==> config.mk <==
export PLATFORM = sky130hd
export DESIGN_NAME = audio_pwm_stream
export DESIGN_NICKNAME = d
export VERILOG_FILES = /design/src/rtl/audio_pwm_stream.sv
export SDC_FILE = /design/constraint.sdc
export NUM_CORES = 1
export LEC_CHECK = 0
export ABC_AREA = 1
export BUFFER_PORTS_ARGS = -buffer_cell sky130_fd_sc_hd__buf_2
export CELL_PAD_IN_SITES_DETAIL_PLACEMENT = 1
export CELL_PAD_IN_SITES_GLOBAL_PLACEMENT = 2
export CORE_ASPECT_RATIO = 1.2
export CORE_MARGIN = 2
export CORE_UTILIZATION = 35
export DETAILED_ROUTE_END_ITERATION = 16
export MAX_ROUTING_LAYER = met4
export PLACE_DENSITY_LB_ADDON = 0.1
export SLEW_MARGIN = 15
export SYNTH_ARGS = -nofsm -noshare
export SYNTH_HDL_FRONTEND = slang
export SYNTH_SLANG_ARGS = --single-unit
==> constraint.sdc <==
create_clock -name clk -period 3.9 [get_ports clk]
set_clock_uncertainty 0.15 [all_clocks]
set_input_delay 0.195 -clock clk [delete_from_list [all_inputs] [get_ports clk]]
set_output_delay 0.195 -clock clk [all_outputs]
set_load 0.02 [all_outputs]
==> src/rtl/audio_pwm_stream.sv <==
// Mono PWM audio output stage: a small sample FIFO feeds one duty value per
// 2^WIDTH-clock frame; the last duty is held when the FIFO runs dry.
`timescale 1ns/1ps
module audio_pwm_stream #(
    parameter int WIDTH      = 8,
    parameter bit SIGNED_IN  = 1'b1,
    parameter int FIFO_DEPTH = 4
) (
    input  logic             clk,
    input  logic             reset_n,
    input  logic             enable,
    input  logic [WIDTH-1:0] in_data,
    input  logic             in_valid,
    output logic             in_ready,
    output logic             sample_tick,
    output logic             underrun,
    output logic             AUD_PWM,
    output logic             AUD_SD
);
    localparam int AW = $clog2(FIFO_DEPTH);
    localparam logic [WIDTH-1:0] CNT_LAST = '1;
    localparam logic [WIDTH-1:0] MIDSCALE = {1'b1, {(WIDTH-1){1'b0}}};

    logic [WIDTH-1:0] mem_q [FIFO_DEPTH];
    logic [WIDTH-1:0] mem_d [FIFO_DEPTH];
    logic [AW:0]      wr_ptr_q, wr_ptr_d;
    logic [AW:0]      rd_ptr_q, rd_ptr_d;
    logic [WIDTH-1:0] cnt_q, cnt_d;
    logic [WIDTH-1:0] duty_q, duty_d;
    logic             pwm_q, pwm_d;
    logic             sd_q, sd_d;

    logic             fifo_empty;
    logic             fifo_full;
    logic             push;
    logic             pop;
    logic [WIDTH-1:0] push_word;

    // Extra pointer bit separates the full and empty cases when indices match.
    assign fifo_empty  = (wr_ptr_q == rd_ptr_q);
    assign fifo_full   = (wr_ptr_q[AW] != rd_ptr_q[AW]) &&
                         (wr_ptr_q[AW-1:0] == rd_ptr_q[AW-1:0]);
    assign in_ready    = reset_n && enable && !fifo_full;
    assign sample_tick = enable && (cnt_q == CNT_LAST);
    assign underrun    = sample_tick && fifo_empty;
    assign push        = in_valid && in_ready;
    assign pop         = sample_tick && !fifo_empty;

    generate
        if (SIGNED_IN) begin : g_signed
            assign push_word = {~in_data[WIDTH-1], in_data[WIDTH-2:0]};
        end else begin : g_unsigned
            assign push_word = in_data;
        end
    endgenerate

    always_comb begin
        mem_d    = mem_q;
        wr_ptr_d = wr_ptr_q;
        rd_ptr_d = rd_ptr_q;
        cnt_d    = cnt_q;
        duty_d   = duty_q;
        pwm_d    = enable && (cnt_q < duty_q);
        sd_d     = enable;
        if (!enable) begin
            wr_ptr_d = '0;
            rd_ptr_d = '0;
            cnt_d    = '0;
            duty_d   = MIDSCALE;
        end else begin
            cnt_d = cnt_q + 1'b1;
            // Duty updates on the boundary edge so it governs the whole next frame.
            if (pop) begin
                duty_d   = mem_q[rd_ptr_q[AW-1:0]];
                rd_ptr_d = rd_ptr_q + 1'b1;
            end
            if (push) begin
                mem_d[wr_ptr_q[AW-1:0]] = push_word;
                wr_ptr_d = wr_ptr_q + 1'b1;
            end
        end
    end

    always_ff @(posedge clk or negedge reset_n) begin
        if (!reset_n) begin
            for (int i = 0; i < FIFO_DEPTH; i++) begin
                mem_q[i] <= '0;
            end
            wr_ptr_q <= '0;
            rd_ptr_q <= '0;
            cnt_q    <= '0;
            duty_q   <= MIDSCALE;
            pwm_q    <= 1'b0;
            sd_q     <= 1'b0;
        end else begin
            mem_q    <= mem_d;
            wr_ptr_q <= wr_ptr_d;
            rd_ptr_q <= rd_ptr_d;
            cnt_q    <= cnt_d;
            duty_q   <= duty_d;
            pwm_q    <= pwm_d;
            sd_q     <= sd_d;
        end
    end

    assign AUD_PWM = pwm_q;
    assign AUD_SD  = sd_q;

endmodule

==> results of run 1 <==
## critical path, stage by stage (launching register included)
cell     delay, ns
dfrtp_1       0.79
xnor2_1       0.24
nand4_1       0.25
nor3_1        0.19
buf_2         0.19
## power groups by stage
stage | registers [mW] | clock network, mW | logic (mW)
floorplan | 0.704 | 0 | 0.121
CTS | 0.711 | 0.402 | 0.190
detailed placement | 0.723 | 0 | 0.182
finish | 0.710 | 0.384 | 0.184
global placement | 0.725 | 0 | 0.177
global route | 0.720 | 0.416 | 0.221
## flip-flops by register name (all words and copies together), names as in the netlist
signal / count
cnt_q: 8
wr_ptr_q: 3
AUD_SD: 1
AUD_PWM: 1
mem_q: 32
duty_q: 8
rd_ptr_q: 3
## cell type report
cell class,instances,area (um2),area share (%)
timing repair buffer,25,167.7,5.269
inverter,31,116.4,3.657
tap,92,115.1,3.618
multi-input combinational,260,1272,39.99
sequential,56,1403,44.08
clock buffer,6,72.57,2.281
clock inverter,2,35.03,1.101
## cells by family after synthesis
| kind of cell | Yosys count | synth area share [%] |
|---|---|---|
| flops | 56 | 49.49 |
| compound gates | 36 | 6.799 |
| buf+inv | 38 | 5.607 |
| xor+xnor | 3 | 0.9273 |
| simple gates | 208 | 31.44 |
| fa+ha+maj | 13 | 5.740 |
## metrics by stage
step | worst slack [ns] | power (mW) | hold slack, ns | util, % | instance area [um2]
2_1_floorplan | 2.209 | 0.8252 | -0.2506 | - | 2834
3_3_place_gp | 1.722 | 0.9020 | 0.2674 | 38.63 | 2994
3_5_place_dp | 1.726 | 0.9047 | 0.2683 | 38.63 | 2994
4_1_cts | 1.554 | 1.303 | 0.005648 | 41.05 | 3182
5_1_grt | 1.425 | 1.357 | 0.05119 | 41.05 | 3182
6_report | 1.582 | 1.278 | 0.008221 | 41.05 | 3182
## worst paths after layout
| kind | start | endpoint | slack, ns |
|---|---|---|---|
| worst min-delay path | in_data[7] | mem_q[23] | 0.008 |
| max in group asynchronous | reset_n | mem_q[0] | 2.67 |
| worst max-delay path | rd_ptr_q[0] | underrun | 1.58 |
| worst min register to register | mem_q[13] | mem_q[13] | 0.34 |
| min in group asynchronous | reset_n | AUD_SD | 0.42 |
| worst max register to register | rd_ptr_q[0] | mem_q[29] | 1.76 |
## repair_timing
item / in CTS / in global routing
endpoints found under the setup margin: 0 / 0
hold endpoints to repair: 81 / 0
hold buffers: 8 / 0
## layout by cell type, fill, tap and decap left out, types with 6 or more instances in the layout
| cell | n |
|---|---|
| ha_1 | 13 |
| o21ai_0 | 21 |
| nand3_1 | 21 |
| nor2_1 | 27 |
| buf_2 | 16 |
| dfrtp_1 | 55 |
| a21oi_1 | 6 |
| o22ai_1 | 7 |
| dlygate4sd3_1 | 8 |
| inv_1 | 28 |
| nand2_1 | 143 |
## layer usage
metal,wire length [um],global-route usage [%]
met5,0,-
met3,125,2.402
met1,3479,23.67
met4,84,4.762
met2,3545,32.74
==> run_results.csv, run 1 <==
group,metric,value,unit
drt,vias_per_cell,4.970,
finish,fill_cells,965,
synthesis,ys_async_sr_fraction,100.0,%
finish,drive_gt1_share,9.737,%
synthesis,synth_seq_cells,56,
power,switching_power,356.9,uW
floorplan,fp.dieW,86.15,um
power,switching_share,27.92,%
clocking,clk_path_buf_depth,2,
power,p_seq_share,55.5,%
power,ir_worst_vdd,267.5,uV
synthesis,synth_cell_types,27,
power,clockPowerShare,30.1,%
finish,antennaDiodeCount,0,
sta,max_freq,0.4314,GHz
sta,rsz0062_at_grt,"false",
power,p_leak,1.668,nW
finish,stdcell_count,472,
worst_setup_path,reg2reg_depth,5,
placement,port_buffers,16,
sta,final-setup-viol-count,0,
sta,timing.final.crit_period,2.318,ns
synthesis,synth_top_area_share,48.57,%
clocking,cts.sinks,56,
worst_setup_path,crit_type,"reg -> out",
sta,finalSetupTns,0,ns
clocking,ctsResizeCount,0,
power,internal_power,921.3,uW
synthesis,synthTopCellsByCount,"143 x nand2_1, 55 x dfrtp_1, 28 x inv_1, 27 x nor2_1",
clocking,htreeDepth,2,
worst_setup_path,critPathMaxFanout,20,
clocking,post_cts_buffers,0,
synthesis,ys_warn_count,0,
synthesis,synth_edf_count,0,
sta,slew_headroom,49.65,%
synthesis,yosysTopAreaCell,"dfrtp_1",
drt,drc,0,
worst_setup_path,start_kind,"flop",
global_route,antenna_found_initial,0,
clocking,clk_root_buffer_cell,"clkbuf_8",
synthesis,ys_seq_area_share,49.49,%
drt,antenna_left,0,
global_route,overflow,0,
worst_setup_path,critPathArrivalTime,1.97,ns
synthesis,synth_ff_type,"dfrtp_1",
finish,syn_to_final_growth,12.27,%
drt,drt_iter0_drc,66,
drt,wl_per_cell,15.33,um
synthesis,synth.avg_cell_area,8.006,um2
synthesis,syn_inst,354,
global_route,grt_max_degree,57,
synthesis,synth.most_common_cell,"nand2_1",
synthesis,syn_area,2834,um2
worst_setup_path,worst_setup_path_end_kind,"output pin",
placement,dp_cells,456,
flow_run,maxCapViolCount,0,
drt,wl,7.234,mm
sta,worst_slew_pin_slew,0.7552,ns
sta,finalCritPeriodShare,59.43,%
finish,fin_nets,404,
status,outcome,"finished, final reports clean",
power,cellPowerDensity,401.7,nW/um2
global_route,grt_pass1_vias,2468,
drt,dr.pass1.iters,4,
synthesis,synth.area.top_cells,"dfrtp_1 49%, nand2_1 19%, ha_1 5.7%",
drt,num_vias,2346,
placement,hpwl,5.017,mm
floorplan,core,7751,um2
clocking,cts_buffers,5,
power,pwr-share-comb,14.4,%
clocking,clk_latency,0.31,ns
global_route,grtUsageTotal,18.96,%
floorplan,start_util,36.56,%
clocking,tritoncts,"built",
worst_setup_path,critPathRequiredTime,3.56,ns
sta,maxSlewViolCount,0,
hold_path,hp-class,"in -> reg",
synthesis,syn-num-nets,379,
global_route,grt_first_pass_wirelength,12.45,mm
clocking,path_clk_slew,0.10,ns
floorplan,num_rows,35,
floorplan,die_h,102.6,um
floorplan,dieArea,8836,um2
floorplan,io_pins,17,
sta,hold_viol,0,
placement,place.gp.congestion,0.7634,
hold_path,hold_path_depth,4,
(Power assumes the default switching activity.)
==> run 2: changes to the inputs <==
==> constraint.sdc (replaced) <==
create_clock -name clk -period 2.35 [get_ports clk]
set_clock_uncertainty 0.15 [all_clocks]
set_input_delay 0.1175 -clock clk [delete_from_list [all_inputs] [get_ports clk]]
set_output_delay 0.1175 -clock clk [all_outputs]
set_load 0.02 [all_outputs]
==> run 2 against run 1 <==
Net effect: first-iteration DRC count down 4.5%; sequential power is 65% higher; sequential share of layout area shrank 1.3 points; sequential cell count stayed put; core utilization up 1.3 points; critical endpoint unchanged.
==> run_results.csv, run 2 (synthesis gave the netlist of run 1 again) <==
group,metric,value,unit
status,outcome,"finished, final reports clean",
sta,finalCritPeriodShare,84.70,%
drt,dr.pass1.iters,4,
clocking,cts.sinks,56,
finish,syn_to_final_growth,15.81,%
drt,antenna_left,0,
floorplan,start_util,36.56,%
sta,maxSlewViolCount,0,
finish,largest-register,"mem_q",
worst_setup_path,crit_type,"reg -> out",
worst_setup_path,reg2reg_from,"cnt_q[0]",
placement,pre_cts_ws,0.4836,ns
drt,drc,0,
sta,final-setup-viol-count,0,
drt,vias_per_cell,4.923,
finish,drive_gt1_share,11.05,%
worst_setup_path,rrSetupSlack,0.48,ns
hold_path,min_from,"mem_q[7]",
sta,worst_slew_pin_slew,0.7462,ns
finish,fill_cells,985,
placement,place.gp.congestion,0.7538,
worst_setup_path,critPathMaxFanout,4,
clocking,clk_path_buf_depth,2,
power,p_leak,1.719,nW
floorplan,die_h,102.6,um
finish,top_regs,"mem_q: 32 flops, cnt_q: 8 flops, duty_q: 8 flops",
sta,rsz0062_at_grt,"false",
clocking,cts_buffers,5,
clocking,tritoncts,"built",
clocking,htreeDepth,2,
drt,wl_per_cell,14.69,um
sta,finalSetupTns,0,ns
floorplan,fp.dieW,86.15,um
global_route,grt_pass1_vias,2371,
finish,antennaDiodeCount,0,
worst_setup_path,critPathRequiredTime,2.08,ns
placement,port_buffers,16,
worst_setup_path,start_kind,"flop",
power,ir_worst_vdd,309.7,uV
hold_path,hold_path_depth,2,
sta,timing.final.crit_period,1.990,ns
hold_path,hp-class,"reg -> reg",
drt,num_vias,2368,
placement,hpwl,4.943,mm
floorplan,dieArea,8836,um2
clocking,ctsResizeCount,0,
floorplan,core,7751,um2
global_route,grtUsageTotal,18.10,%
clocking,path_clk_slew,0.10,ns
clocking,clk_latency,0.31,ns
finish,final_core_util,42.34,%
flow_run,maxCapViolCount,0,
sta,slew_headroom,50.25,%
hold_path,worst_hold_path.endpoint,"mem_q[7]",
finish,final_common_cell,"nand2_1",
global_route,antenna_found_initial,0,
sta,hold_viol,0,
global_route,grt_max_degree,57,
worst_setup_path,critPathArrivalTime,1.72,ns
global_route,grt_first_pass_wirelength,12.03,mm
worst_setup_path,worst_setup_path_end_kind,"output pin",
power,cellPowerDensity,675.8,nW/um2
clocking,clk_root_buffer_cell,"clkbuf_8",
floorplan,num_rows,35,
finish,largest_reg_flops,32,
worst_setup_path,reg2reg_depth,9,
power,power,2.218,mW
floorplan,io_pins,17,
sta,max_freq,0.5024,GHz
placement,placed_area,3039,um2
finish,final_cell_mix,"143 x nand2_1, 55 x dfrtp_1, 28 x inv_1, 27 x nor2_1",
sta,fin_ws,0.3595,ns
clocking,post_cts_buffers,0,
drt,wl,7.067,mm
global_route,overflow,0,
worst_setup_path,crit-reg2reg-capture,"duty_q[1]",
finish,fin_nets,413,
drt,drt_iter0_drc,63,
finish,final_area,3282,um2
-- run 2: cell count changes in the layout (fill, tap and decap cells not counted) --
| cell | delta |
|---|---|
| dlygate4sd3_1 | +3 |
| buf_4 | +6 |
| clkinv_2 | -1 |
| bufinv_16 | +1 |
-- run 2: power breakdown --
group	total, mW	internal (mW)	switching, mW
combinational	0.308	0.123	0.185
clock	0.743	0.426	0.317
sequential	1.17	1.09	0.0733
total	2.22	1.64	0.575
-- run 2: per-layer routing --
metal | part of all wire, % | vias up | track usage, %
met5 | 0 | - | -
met4 | 0.76 | 0 | 3.663
met3 | 1.5 | 6 | 2.482
met2 | 49 | 19 | 29.52
met1 | 49 | 1147 | 24.31
li1 | - | 1196 | -
-- run 2: stage by stage --
step / instances / hold WS, ns
2_1_floorplan: 354 / -0.3281
3_3_place_gp: 462 / 0.1172
3_5_place_dp: 462 / 0.1219
4_1_cts: 481 / 0.3360
5_1_grt: 481 / 0.3535
6_report: 481 / 0.3313
-- run 2: area by class of cell --
class / count / area, um2 / share of cell area, %
clock inverter: 2 / 60.06 / 1.830
tap: 92 / 115.1 / 3.507
inverter: 31 / 116.4 / 3.546
clock buffer: 6 / 72.57 / 2.211
multi-input combinational: 260 / 1272 / 38.77
timing repair buffer: 34 / 242.7 / 7.396
sequential: 56 / 1403 / 42.74
-- run 2: worst max-delay path, cell delays in order (launching register included) --
cell and delay [ns]:
dfrtp_1 0.42, ha_1 0.22, nand2_1 0.06, nor2_1 0.17, nand2_1 0.14, nor3_1 0.21
buf_2 0.20
-- run 2: worst max-delay path by stage --
stage                     cells after the start  slack [ns]        start          end
final                                         6        0.36     cnt_q[0]     underrun
after CTS                                     6        0.35     cnt_q[0]     underrun
after global placement                        5        0.51  rd_ptr_q[0]    mem_q[24]
after global routing                          6        0.15     cnt_q[0]     underrun
after floorplan                               9        0.71     cnt_q[0]  rd_ptr_q[1]
after detailed placement                      9        0.48     cnt_q[0]    duty_q[1]
-- run 2: timing repair --
item	CTS	global route
endpoints found under the setup margin	0	0
hold buffers	11	0
endpoints found under the hold margin	89	0
